--- src/rtl/am_modem_core.sv ---
`default_nettype none
// ============================================================================
// Module   : am_modem_core
// Purpose  : Configurable AM modem datapath. It sits between the ADC capture
//            registers and the DAC output register.
//            mode=0 (modulate): the message is scaled by gain/4 with
//            saturation, offset to unsigned, then multiplied by the carrier.
//            mode=1 (demodulate): the RF sample is full-wave rectified, then
//            boxcar-averaged over 2^AVG_LOG2 samples.
//            All pin-level data is offset binary. Latency is 3 cycles after
//            the accepting edge.
// Ports    : CLK        - clock for all logic
//            RST_n      - synchronous active-low reset
//            mode       - 0 = modulate, 1 = demodulate
//            gain       - unsigned message gain, applied as gain/4
//            msg_data   - message sample (offset binary), msg_valid qualifier
//            car_data   - carrier / RF sample (offset binary), car_valid qual.
//            out_data   - result (offset binary when modulating, unsigned
//                         envelope when demodulating)
//            out_valid  - one-cycle strobe per result
//            sat_flag   - sticky gain-saturation flag
//            env_max/env_min/meter_valid - depth meter (AM_DEPTH_METER_EN)
// Option   : define AM_DEPTH_METER_EN to add the modulation-depth meter.
// Revision : 1.0 - initial release
// ============================================================================
module am_modem_core #(
  parameter int MSG_W    = 12,
  parameter int CAR_W    = 8,
  parameter int OUT_W    = 14,
  parameter int GAIN_W   = 4,
  parameter int AVG_LOG2 = 4
`ifdef AM_DEPTH_METER_EN
  , parameter int METER_LOG2 = 10
`endif
) (
  input  logic              CLK,
  input  logic              RST_n,
  input  logic              mode,
  input  logic [GAIN_W-1:0] gain,
  input  logic [MSG_W-1:0]  msg_data,
  input  logic              msg_valid,
  input  logic [CAR_W-1:0]  car_data,
  input  logic              car_valid,
  output logic [OUT_W-1:0]  out_data,
  output logic              out_valid,
  output logic              sat_flag
`ifdef AM_DEPTH_METER_EN
  , output logic [MSG_W-1:0] env_max,
  output logic [MSG_W-1:0]   env_min,
  output logic               meter_valid
`endif
);

  localparam int c_PW    = MSG_W + GAIN_W + 1;      // gain product width
  localparam int c_P2W   = MSG_W + CAR_W + 1;       // carrier product width
  localparam int c_SH    = MSG_W + CAR_W - OUT_W;   // output scaling shift
  localparam int c_DEPTH = 1 << AVG_LOG2;
  localparam int c_SUM_W = CAR_W + AVG_LOG2;

  localparam logic [OUT_W-1:0]  c_OUT_MID = {1'b1, {(OUT_W-1){1'b0}}};
  localparam logic [MSG_W-1:0]  c_MSG_MAX = {1'b0, {(MSG_W-1){1'b1}}};
  localparam logic [MSG_W-1:0]  c_MSG_MIN = {1'b1, {(MSG_W-1){1'b0}}};
  localparam logic [AVG_LOG2:0] c_FULL    = {1'b1, {AVG_LOG2{1'b0}}};
  localparam logic [AVG_LOG2:0] c_FILL_1  = {{AVG_LOG2{1'b0}}, 1'b1};
  localparam logic [AVG_LOG2-1:0] c_PTR_1 = {{(AVG_LOG2-1){1'b0}}, 1'b1};

  // Mode tracking and flush. r_mode follows mode every cycle, so a change is
  // seen for exactly one cycle; that cycle flushes everything downstream.
  logic r_mode;
  logic w_flush;
  logic w_acc;

  assign w_flush = (mode != r_mode);
  assign w_acc   = !w_flush && (mode ? car_valid : (msg_valid && car_valid));

  // Stage 0: captured and converted inputs
  logic                     r_s0_valid;
  logic signed [MSG_W-1:0]  r_s0_msg;
  logic signed [CAR_W-1:0]  r_s0_car;
  logic [GAIN_W-1:0]        r_s0_gain;

  // Stage 1: scaled message / rectified RF
  logic                     r_s1_valid;
  logic signed [MSG_W-1:0]  r_s1_m;
  logic signed [CAR_W-1:0]  r_s1_car;
  logic [CAR_W-1:0]         r_s1_r;

  // Stage 2: carrier product / boxcar state
  logic                     r_s2_valid;
  logic signed [c_P2W-1:0]  r_s2_p;
  logic [c_SUM_W-1:0]       r_sum;
  logic [CAR_W-1:0]         r_buf [c_DEPTH];
  logic [AVG_LOG2-1:0]      r_ptr;
  logic [AVG_LOG2:0]        r_fill;

  // Output stage
  logic [OUT_W-1:0]         r_out_data;
  logic                     r_out_valid;
  logic                     r_sat;

  // Stage 1 combinational: gain scaling with saturation, and rectification.
  logic signed [c_PW-1:0]   w_prod1;
  logic signed [c_PW-1:0]   w_sh1;
  logic                     w_ovf1;
  logic signed [MSG_W-1:0]  w_m1;
  logic [CAR_W-1:0]         w_r1;

  assign w_prod1 = c_PW'(r_s0_msg) * c_PW'($signed({1'b0, r_s0_gain}));
  assign w_sh1   = w_prod1 >>> 2;
  // Result fits MSG_W signed only if every bit from MSG_W-1 upward matches.
  assign w_ovf1  = !((&w_sh1[c_PW-1:MSG_W-1]) || !(|w_sh1[c_PW-1:MSG_W-1]));
  assign w_m1    = w_ovf1 ? (w_sh1[c_PW-1] ? c_MSG_MIN : c_MSG_MAX)
                          : w_sh1[MSG_W-1:0];
  // Two's complement negate in CAR_W bits: the most negative code becomes
  // 2^(CAR_W-1), which is the correct unsigned magnitude.
  assign w_r1    = r_s0_car[CAR_W-1] ? (~$unsigned(r_s0_car) + {{(CAR_W-1){1'b0}}, 1'b1})
                                     : $unsigned(r_s0_car);

  // Stage 2 combinational: offset to unsigned and multiply by the carrier.
  logic [MSG_W-1:0]         w_e2;
  logic signed [c_P2W-1:0]  w_p2;

  assign w_e2 = {~r_s1_m[MSG_W-1], r_s1_m[MSG_W-2:0]};
  assign w_p2 = c_P2W'($signed({1'b0, w_e2})) * c_P2W'(r_s1_car);

  always_ff @(posedge CLK) begin
    r_mode <= mode;
    if (!RST_n || w_flush) begin
      r_s0_valid  <= 1'b0;
      r_s1_valid  <= 1'b0;
      r_s2_valid  <= 1'b0;
      r_out_valid <= 1'b0;
      r_sat       <= 1'b0;
      r_sum       <= '0;
      r_ptr       <= '0;
      r_fill      <= '0;
      for (int i = 0; i < c_DEPTH; i++) begin
        r_buf[i] <= '0;
      end
      // A flush holds the last output word; only reset returns it to midscale.
      if (!RST_n) begin
        r_out_data <= c_OUT_MID;
      end
    end else begin
      // Stage 0
      r_s0_valid <= w_acc;
      if (w_acc) begin
        r_s0_msg  <= {~msg_data[MSG_W-1], msg_data[MSG_W-2:0]};
        r_s0_car  <= {~car_data[CAR_W-1], car_data[CAR_W-2:0]};
        r_s0_gain <= gain;
      end

      // Stage 1
      r_s1_valid <= r_s0_valid;
      if (r_s0_valid) begin
        r_s1_m   <= w_m1;
        r_s1_car <= r_s0_car;
        r_s1_r   <= w_r1;
        if (!r_mode && w_ovf1) begin
          r_sat <= 1'b1;
        end
      end

      // Stage 2
      r_s2_valid <= r_s1_valid;
      if (r_s1_valid) begin
        if (!r_mode) begin
          r_s2_p <= w_p2;
        end else begin
          r_sum        <= r_sum + c_SUM_W'(r_s1_r) - c_SUM_W'(r_buf[r_ptr]);
          r_buf[r_ptr] <= r_s1_r;
          r_ptr        <= r_ptr + c_PTR_1;
          if (r_fill != c_FULL) begin
            r_fill <= r_fill + c_FILL_1;
          end
        end
      end

      // Stage 3
      r_out_valid <= 1'b0;
      if (r_s2_valid) begin
        if (!r_mode) begin
          r_out_data  <= OUT_W'(r_s2_p >>> c_SH) + c_OUT_MID;
          r_out_valid <= 1'b1;
        end else if (r_fill == c_FULL) begin
          // r_fill already includes this sample, so the first strobe lands
          // on the sample that completes the window.
          r_out_data  <= OUT_W'(r_sum >> AVG_LOG2) << (OUT_W - CAR_W);
          r_out_valid <= 1'b1;
        end
      end
    end
  end

  assign out_data  = r_out_data;
  assign out_valid = r_out_valid;
  assign sat_flag  = r_sat;

`ifdef AM_DEPTH_METER_EN
  // Depth meter: min/max of the offset message e over each window of
  // 2^METER_LOG2 accepted modulate samples.
  localparam logic [METER_LOG2-1:0] c_MCNT_1 = {{(METER_LOG2-1){1'b0}}, 1'b1};

  logic [METER_LOG2-1:0] r_mcnt;
  logic [MSG_W-1:0]      r_tmax;
  logic [MSG_W-1:0]      r_tmin;
  logic [MSG_W-1:0]      r_env_max;
  logic [MSG_W-1:0]      r_env_min;
  logic                  r_meter_valid;
  logic [MSG_W-1:0]      w_nmax;
  logic [MSG_W-1:0]      w_nmin;

  assign w_nmax = (w_e2 > r_tmax) ? w_e2 : r_tmax;
  assign w_nmin = (w_e2 < r_tmin) ? w_e2 : r_tmin;

  always_ff @(posedge CLK) begin
    if (!RST_n || w_flush) begin
      r_mcnt        <= '0;
      r_tmax        <= '0;
      r_tmin        <= '1;
      r_meter_valid <= 1'b0;
      if (!RST_n) begin
        r_env_max <= '0;
        r_env_min <= '1;
      end
    end else begin
      r_meter_valid <= 1'b0;
      if (r_s1_valid && !r_mode) begin
        if (&r_mcnt) begin
          r_env_max     <= w_nmax;
          r_env_min     <= w_nmin;
          r_meter_valid <= 1'b1;
          r_tmax        <= '0;
          r_tmin        <= '1;
          r_mcnt        <= '0;
        end else begin
          r_tmax <= w_nmax;
          r_tmin <= w_nmin;
          r_mcnt <= r_mcnt + c_MCNT_1;
        end
      end
    end
  end

  assign env_max     = r_env_max;
  assign env_min     = r_env_min;
  assign meter_valid = r_meter_valid;
`endif

endmodule
`default_nettype wire

--- config.mk ---
export PLATFORM = sky130hd
export DESIGN_NAME = am_modem_core
export DESIGN_NICKNAME = d
export VERILOG_FILES = /design/src/rtl/am_modem_core.sv
export SDC_FILE = /design/constraint.sdc
export NUM_CORES = 1
export LEC_CHECK = 0
export ABC_CLOCK_PERIOD_IN_PS = 7600
export CORE_UTILIZATION = 65
export DETAILED_ROUTE_END_ITERATION = 10
export GPL_ROUTABILITY_DRIVEN = 0
export GPL_TIMING_DRIVEN = 0
export PLACE_DENSITY = 0.85
export SKIP_CTS_REPAIR_TIMING = 1
export SLEW_MARGIN = 20
export SYNTH_ARGS = -nofsm -noshare
export SYNTH_HDL_FRONTEND = slang
export SYNTH_SLANG_ARGS = --single-unit
--- constraint.sdc ---
create_clock -name CLK -period 7.6 [get_ports CLK]
set_clock_uncertainty 0.05 [all_clocks]
set_input_delay 1.52 -clock CLK [delete_from_list [all_inputs] [get_ports CLK]]
set_output_delay 1.52 -clock CLK [all_outputs]
set_load 0.02 [all_outputs]
==> results of run 1 <==
kinds of logic after synthesis:
logic type / Yosys count
simple gates: 412
flops: 238
xor+xnor: 49
buf+inv: 252
compound gates: 136
mux: 47
fa+ha+maj: 188
metrics by stage:
stage | area (um^2) | worst slack [ps] | hold slack, ps
2_1_floorplan | 15200 | 2660 | 368
3_3_place_gp | 16000 | 2110 | 387
3_5_place_dp | 16100 | 2020 | 390
4_1_cts | 16900 | 2000 | 400
5_1_grt | 17000 | 1710 | 443
6_report | 17000 | 1980 | 401
cell type report:
class | count | share of cell area, %
multi-input cells | 832 | 43.9
clock buffers | 33 | 3.99
well taps | 313 | 2.31
inverters | 182 | 4.03
flip-flops and latches | 238 | 40.3
plain buffers | 70 | 1.64
clock inverters | 13 | 1.19
repair buffers | 44 | 2.58
per-layer routing:
layer,vias to the layer above,part of all wire (%),wire length [um],GRT usage (%)
met2,554,51,18100,55.2
met5,-,0.031,11,0
met4,2,3.9,1390,12.1
met3,121,8.7,3090,5.91
li1,4740,-,-,-
met1,5217,37,13000,38.3
worst max-delay path, delay by kind of cell (launching register included):
| family | cells | cell delay [ps] |
|---|---|---|
| adders and majority gates | 5 | 2420 |
| AOI/OAI and AO/OA | 5 | 1610 |
| and+or+nand+nor | 2 | 210 |
| DFF | 1 | 550 |
| buffers and inverters | 4 | 510 |
layout by cell type (no fill, tap or decap), types with 5 or more instances in the layout:
cell	n
sky130_fd_sc_hd__nor4_1	33
sky130_fd_sc_hd__dfxtp_1	31
sky130_fd_sc_hd__and2_1	86
sky130_fd_sc_hd__clkinv_1	12
sky130_fd_sc_hd__o21a_1	5
sky130_fd_sc_hd__nor2b_1	11
sky130_fd_sc_hd__a21oi_1	42
sky130_fd_sc_hd__inv_1	173
sky130_fd_sc_hd__bufinv_16	5
sky130_fd_sc_hd__a22oi_1	5
sky130_fd_sc_hd__nor2_1	50
sky130_fd_sc_hd__nor3_1	99
sky130_fd_sc_hd__fa_1	92
sky130_fd_sc_hd__clkdlybuf4s50_1	43
sky130_fd_sc_hd__nand4_1	6
sky130_fd_sc_hd__o31ai_1	5
sky130_fd_sc_hd__ha_1	96
sky130_fd_sc_hd__nand2_1	77
sky130_fd_sc_hd__nand2b_1	12
sky130_fd_sc_hd__clkbuf_1	67
sky130_fd_sc_hd__a31oi_1	5
sky130_fd_sc_hd__mux4_2	40
sky130_fd_sc_hd__o21ai_1	14
sky130_fd_sc_hd__xor2_1	18
sky130_fd_sc_hd__xnor2_1	30
sky130_fd_sc_hd__nand3_1	11
sky130_fd_sc_hd__o21ai_0	25
sky130_fd_sc_hd__and3_1	14
sky130_fd_sc_hd__edfxtp_1	207
sky130_fd_sc_hd__mux2i_1	7
sky130_fd_sc_hd__a21o_1	11
sky130_fd_sc_hd__clkbuf_16	25
registers in the layout, summed over array words and instances, names as in the netlist, 4 cells and up, named ones only:
register   count
r_s0_car       8
r_sum         12
out_data      14
r_s2_p        14
r_buf        128
r_s1_m        12
r_s0_gain      4
r_s0_msg      12
r_fill         5
r_s1_car       8
r_ptr          4
r_s1_r         7
power by group through the flow:
stage	clock network, uW	registers, uW	logic [uW]
finish	1310	1500	420
floorplan	0	1520	296
global placement	0	1520	393
global route	1360	1500	468
detailed placement	0	1520	411
CTS	1310	1500	416
final timing paths:
path                    start          to  slack [ps]  cells after the start
setup / recovery  r_s1_car[7]  r_s2_p[15]        1980                     16
hold / removal     r_s2_valid   out_valid         400                      2
setup reg to reg  r_s1_car[7]  r_s2_p[15]        1980                     16
hold reg to reg    r_s2_valid   out_valid         400                      2
==> results by stage, run 1 <==
Clock tree:
- TritonCTS built the clock tree.
- Clock-pin slew was measured on the worst setup and hold paths at 60 ps.
- The clock insertion delay at the later pin of the skew report is 530 ps.
- The CTS root buffer is sky130_fd_sc_hd__clkbuf_16.
- For this design, the sink count on the clock tree is 238.
- The clock passes through at most 3 buffers.
- The number of buffers created by CTS is 25.
- The number of levels in the clock H-tree is 1.

Worst setup path:
- On the worst path, the slowest cell contributes a delay of 640 ps.
- STA classifies the critical path startpoint as a flop.
- The highest-delay cell along the critical path is sky130_fd_sc_hd__a311oi_1.
- The critical path goes through clkinv_1 > fa_1 > fa_1 > inv_1 > fa_1 > inv_1 > fa_1 > inv_1 > ha_1 > nor2b_1 > a311oi_1 > o31ai_1 > a21o_1 > a21o_1 > a211oi_1 > nor2_1.
- Data arrives at the worst endpoint at 5840 ps.
- The required time of the critical path is 7820 ps.
- The type of element capturing the critical path is a flop.
- The most frequent cell on the critical path is sky130_fd_sc_hd__fa_1.
- Along the worst path, the maximum fanout reaches 8.
- The critical path start-end classification is reg2reg.

Logic synthesis:
- Summing the areas of all compound-gate instances in the mapped netlist gives 5.48% of the synthesized area.
- The flip-flop and latch count after synthesis is 238.
- In the synthesized netlist, the cells that appear most often are sky130_fd_sc_hd__edfxtp_1 (207), sky130_fd_sc_hd__inv_1 (173), sky130_fd_sc_hd__nor3_1 (99), sky130_fd_sc_hd__ha_1 (96), sky130_fd_sc_hd__fa_1 (92).
- Of all cell types, the one taking the most synthesized area is sky130_fd_sc_hd__edfxtp_1.
- For this run, the register share of the synthesized area comes to 44.9%.
- Yosys attributes the largest share of cell area to sky130_fd_sc_hd__edfxtp_1 (41%), sky130_fd_sc_hd__fa_1 (12%), sky130_fd_sc_hd__ha_1 (7.9%), sky130_fd_sc_hd__mux4_2 (5.9%), sky130_fd_sc_hd__inv_1 (4.3%).
- The synthesized netlist devotes 20.0% of its cell area to adder and majority cells.
- The most common cell in the netlist is sky130_fd_sc_hd__edfxtp_1.
- The number of synthesized flops with an enable pin is 207.
- Counting every net in the synthesized netlist gives 1539.
- The netlist area before placement is 0.0152 mm^2.
- The share of synthesized area in the top cell type comes to 40.8%.
- The gate count after technology mapping is 1322.
- In the synthesized netlist the async set-or-reset flop fraction comes to 0%.
- The share of cell area taken by muxes after synthesis is 6.38%.
- The number of distinct library cell variants in the gate-level netlist after synthesis is 54.
- The total of warnings raised by yosys is 0.
- Among all flip-flop cells after synthesis, the most frequent one is sky130_fd_sc_hd__edfxtp_1.
- After synthesis, the largest family of logic cells by area is adder cells.
- The average instance area after synthesis is 11.5 um^2.
- Summing the areas of all xor and xnor instances in the mapped netlist gives 2.87% of the synthesized area.
- The simple-gate area share of the yosys netlist is 14.0%.

GRT:
- The initial antenna violation count is 1.
- Entering global routing, the biggest net connects 28 pins.
- The via count of the first global-routing pass came to 11200.
- The first global-routing pass estimated 57500 um of wire.
- Global routing consumed, over all layers together, 31.3% of the routing resources.
- The remaining global-route overflow is 0.

Drt:
- Summing over every cut layer, the via total after detailed routing is 10600.
- For this block, the routed nets add up to 35600 um of wire.
- The pre-antenna-repair detailed-routing pass consisted of 6 iterations.
- The count of nets left with antenna violations once routing finished came out at 0.
- After detailed routing, the number of vias per cell comes to 6.16.
- The initial DRC count is 1064.
- In the routed design, unresolved DRC markers number 0.
- The routed wirelength normalized by instance count is 20.6 um.

Placed design:
- The HPWL after detailed placement is 25700 um.
- Input and output buffers added on the ports amount to 43.
- The count of placed standard cells including taps is 1678.

Die:
- The floorplan step set the die width to 155 um.
- Pin placement for this block handled 45 I/O pins.
- The number of placement rows is 55.
- The total core area is 0.0228 mm^2.
- The die area is 0.0240 mm^2.
- The die is 155 um tall.
- The initial utilization of the core area, before any placement, comes to 66.8%.

Power and ir drop:
- The internal cell power is 2450 uW.
- The part of the power in the clock network is 40.6%.
- Summing internal, switching and leakage power gives 3230 uW.
- In this run the static leakage power is 0.00678 uW.
- In this run the power spent charging and discharging nets is 780 uW.
- IR analysis of the VDD net gives a maximum drop of 199 uV.
- In this run, the combinational gates consume 13.0% of the power.
- The switching fraction of total power is 24.2%.
- The sequential fraction of design power is 46.4%.
- The ratio of total power to cell area is 190 mW/mm^2.

Layout:
- The final-layout fill cell count is 1465.
- The finished layout holds 1725 standard cells, fillers aside.
- Of the cells placed in the final design, the portion with a size suffix greater than 1 is 6.66%.
- The multi-input combinational cell area is 0.00745 mm^2.
- The area growth from synthesis to layout is 11.4%.
- The sequential cells in the finished layout cover a total of 0.00684 mm^2.
- The number of antenna diodes in the final layout is 0.
- The net count of the finished layout is 1610.
- The core occupancy in the finished layout is 74.4%.

Timing:
- Setup repair after global routing left no endpoint under its margin.
- Subtracting the final worst setup slack from the clock period gives 5620 ps.
- The achievable clock frequency is 0.178 GHz.
- Setup violations remaining at the end of the flow were counted as 0.
- Summed over all failing endpoints, the final setup total negative slack is 0 ps.
- The max-slew violation count was 0.
- At the pin with the least slew margin, the transition time is 1020 ps.
- The worst slew margin relative to its limit is 31.9%.
- The post-route clock period utilization is 73.9%.
- The total count of hold-check failures in the final report was 0.

Run status:
- The run finished with clean final reports.

Hold path:
- The worst hold path class is reg2reg.

Flow run:
- The number of violations of the max-capacitance limit is 0.
Power figures use the tool's default switching activity.
==> inputs of run 2 (changes only) <==
--- a/config.mk
+++ b/config.mk
@@ -5,12 +5,12 @@
 export SDC_FILE = /design/constraint.sdc
 export NUM_CORES = 1
 export LEC_CHECK = 0
-export ABC_CLOCK_PERIOD_IN_PS = 7600
-export CORE_UTILIZATION = 65
+export ABC_CLOCK_PERIOD_IN_PS = 5120
+export CORE_UTILIZATION = 57
 export DETAILED_ROUTE_END_ITERATION = 10
 export GPL_ROUTABILITY_DRIVEN = 0
 export GPL_TIMING_DRIVEN = 0
-export PLACE_DENSITY = 0.85
+export PLACE_DENSITY = 0.79
 export SKIP_CTS_REPAIR_TIMING = 1
 export SLEW_MARGIN = 20
 export SYNTH_ARGS = -nofsm -noshare
==> constraint.sdc (replaced) <==
create_clock -name CLK -period 5.12 [get_ports CLK]
set_clock_uncertainty 0.05 [all_clocks]
set_input_delay 1.024 -clock CLK [delete_from_list [all_inputs] [get_ports CLK]]
set_output_delay 1.024 -clock CLK [all_outputs]
set_load 0.02 [all_outputs]
==> results by stage, run 2 (same netlist as run 1, synthesis figures left out) <==
Timing:
- The post-route clock period utilization is 96.8% (+23 points).
- The slew at the pin closest to its max-slew limit came to 993 ps (-26.8 ps).
- The achievable clock frequency is 0.202 GHz (+13%).
- The minimum period implied by the final worst setup slack is 4960 ps (-661 ps).
- The worst hold slack is 411 ps (+10.3 ps).
- The setup-violating endpoint count in the final report came to 0 (unchanged).
- The worst slew margin relative to its limit is 33.7% (+1.8 points).
- The total count of hold-check failures in the final report is 0 (unchanged).
- The max-slew violation count is 0 (unchanged).
- The post-route worst setup slack came to 164 ps (-1820 ps).

Run status:
- The checks that failed: design-rule violations.
- The run finished, with violations left.

Clock tree:
- The number of buffers created by CTS is 26 (+4.0%).
- The number of levels in the clock H-tree is 1 (unchanged).
- The clock insertion delay at the later pin of the skew report was 550 ps (+20 ps).
- The maximum buffer depth of the clock tree is 3 (unchanged).
- The clock transition at the registers of the reported paths was 60 ps (about the same).
- The CTS sink count is 238 (unchanged).
- The TritonCTS clock tree is yes.
- CTS placed an instance of sky130_fd_sc_hd__clkbuf_16 at the clock tree root.

GRT:
- The all-layer global routing usage is 25.7% (-5.6 points).
- The most congested layer reported by global routing is met2.
- The initial antenna violation count is 0 (-1).
- The remaining global-route overflow is 0 (unchanged).
- The via count of the first global-routing pass was 10300 (-7.7%).
- The first-pass GRT wire length is 53600 um (-6.7%).
- The global routing usage on met3 came to 5.29% (-0.61 points).
- The global routing usage on met1 is 31.9% (-6.4 points).
- The fraction of met2 tracks used by global routing was 44.2% (-11 points).
- The pin count of the biggest net entering global routing is 28 (unchanged).

Layout:
- The fraction of final layout cells sized beyond drive strength 1 is 8.05% (+1.4 points).
- The final-layout fill cell count is 1933 (+32%).
- The flip-flop count of the largest register after layout is 128 (unchanged).
- The multi-input combinational cell area is 0.00747 mm^2 (+0.29%).
- The antenna diode count is 0 (unchanged).
- More flip-flops sit in one register than any other, and that register is r_buf.
- The net count of the finished layout is 1616 (+0.37%).
- The library cells used most frequently in the layout, excluding fill and tap cells, are sky130_fd_sc_hd__edfxtp_1 (207), sky130_fd_sc_hd__inv_1 (173), sky130_fd_sc_hd__nor3_1 (99).
- The sequential cell area in the final layout is 0.00684 mm^2 (unchanged).
- The post-layout instance area is 0.0170 mm^2 (+0.34%).
- The area overhead of the layout relative to synthesis is 11.8%.
- The final cell count without fillers is 1752 (+1.6%).
- Leaving out fill and tap cells, the most frequent cell in the layout is sky130_fd_sc_hd__edfxtp_1.

Hold path:
- In this run the most critical hold path is launched from r_s2_valid.
- The sink of the worst hold path is out_valid.
- The min-delay analysis places its worst path in the category reg2reg.
- The instance count along the most critical hold path is 2 (unchanged).

Placed design:
- The setup slack at placement is -375 ps (-2400 ps).
- The standard cell area after detailed placement is 0.0161 mm^2 (+0.14%).
- The count of buffers from port buffering is 43 (unchanged).
- The count of placed standard cells including taps is 1700 (+1.3%).
- The HPWL after detailed placement is 25300 um (-1.3%).

Die:
- The total core area is 0.0261 mm^2 (+15%).
- The die extent in x is 165 um (+6.7%).
- The die area is 0.0274 mm^2 (+14%).
- The I/O pin total is 45 (unchanged).
- The overall die height is 165 um (+6.7%).
- The number of placement rows came to 59 (+7.3%).
- The initial standard-cell utilization of the core was 58.2% (-8.6 points).

Power and ir drop:
- The combinational fraction of design power is 13.3% (+0.3 points).
- The sequential fraction of design power is 47.8% (+1.4 points).
- The switching fraction of total power is 24.9% (+0.70 points).
- The leakage power figure was 0.00680 uW (+0.36%).
- The ratio of total power to cell area is 273 mW/mm^2 (+43%).
- The switching power is 1160 uW (+48%).
- The part of the power in the clock network was 38.9% (-1.7 points).
- The internal cell power is 3490 uW (+43%).
- The total design power is 4650 uW (+44%).
- The peak supply drop came to 273 uV (+37%).

Worst setup path:
- STA classifies the critical path endpoint as a flop.
- The largest fanout on the critical path is 7 (-1).
- The critical path start-end classification is reg2reg.
- The worst register-to-register path ends at r_s2_p[18].
- The arrival time of the worst setup path is 5190 ps (-650 ps).
- The required time of the critical path is 5360 ps (-2460 ps).
- The worst reg-to-reg path cell count is 18 (+2).
- The worst-case register-to-register setup slack was 160 ps (-1820 ps).
- The worst setup path is launched from a flop.
- In this run the critical register-to-register path is launched from r_s1_m[5].
- The launch point of the critical path is r_s1_m[5].

Drt:
- The via count came to 10400 (-2.6%).
- The number of DRC violations after detailed routing is 4 (+4).
- The count of TritonRoute iterations in the first routing pass is 8 (+2).
- The initial DRC count came to 952 (-11%).
- The routed wirelength normalized by instance count is 19.2 um (-6.8%).
- The via density per instance is 5.91 (-4.1%).
- The remaining number of nets flagged by the antenna check after routing was 0 (unchanged).
- The wire length after detailed routing came to 33700 um (-5.3%).

Flow run:
- The number of violations of the max-capacitance limit is 0 (unchanged).
## run 2: changes by cell type in the layout (fill, tap and decap cells not counted), sizes merged
cell      before  now
clkinv        16   17
clkbuf        94   88
bufinv         5    2
buf           10   19
inv          174  176
clkinvlp       0    2
## run 2: worst max path at each step
stage / slack [ps] / endpoint / depth (start not counted)
2_1_floorplan: 180 / r_s2_p[15] / 18
3_3_place_gp: -320 / r_s2_p[15] / 18
3_5_place_dp: -380 / r_s2_p[15] / 17
4_1_cts: -380 / r_s2_p[15] / 17
5_1_grt: -6 / r_s2_p[19] / 18
6_report: 160 / r_s2_p[18] / 18
## run 2: area by class of cell
cell class	instances	area share, %
Multi-Input combinational cell	832	43.9
Timing Repair Buffer	53	2.97
Clock buffer	31	3.94
Inverter	182	4.06
Buffer	66	1.60
Clock inverter	15	0.861
Tap cell	335	2.46
Sequential cell	238	40.2
## run 2: worst max-delay path, stage by stage (launching register included)
cell,delay (ps)
sky130_fd_sc_hd__edfxtp_1,520
sky130_fd_sc_hd__and2_4,210
sky130_fd_sc_hd__fa_1,550
sky130_fd_sc_hd__inv_1,60
sky130_fd_sc_hd__fa_1,530
sky130_fd_sc_hd__inv_1,50
sky130_fd_sc_hd__fa_1,470
sky130_fd_sc_hd__inv_1,50
sky130_fd_sc_hd__fa_1,470
sky130_fd_sc_hd__inv_1,40
sky130_fd_sc_hd__ha_1,320
sky130_fd_sc_hd__nor2b_1,160
sky130_fd_sc_hd__a311oi_2,370
sky130_fd_sc_hd__buf_4,190
sky130_fd_sc_hd__o21bai_1,100
sky130_fd_sc_hd__nand4_1,130
sky130_fd_sc_hd__nand3_1,140
sky130_fd_sc_hd__a21oi_1,210
sky130_fd_sc_hd__xnor2_1,110
## run 2: routing by layer
| metal | share of wire, % | up-vias |
|---|---|---|
| met3 | 8.9 | 97 |
| met4 | 3.7 | 0 |
| met1 | 38 | 5036 |
| met5 | 0 | - |
| met2 | 49 | 485 |
| li1 | - | 4744 |
## run 2: power by group through the flow
stage | Sequential, uW | Clock (uW) | Combinational [uW]
CTS | 2220 | 1820 | 609
detailed placement | 2260 | 0 | 604
floorplan | 2250 | 0 | 439
global route | 2230 | 1900 | 692
finish | 2220 | 1810 | 617
global placement | 2260 | 0 | 581
## run 2: stage by stage
stage / TNS, ps / utilization [%]
3_3_place_gp: -892 / 61.5
4_1_cts: -1280 / 64.7
3_5_place_dp: -1250 / 61.6
5_1_grt: -6.49 / 65.1
2_1_floorplan: 0 / -
6_report: 0 / 65.1
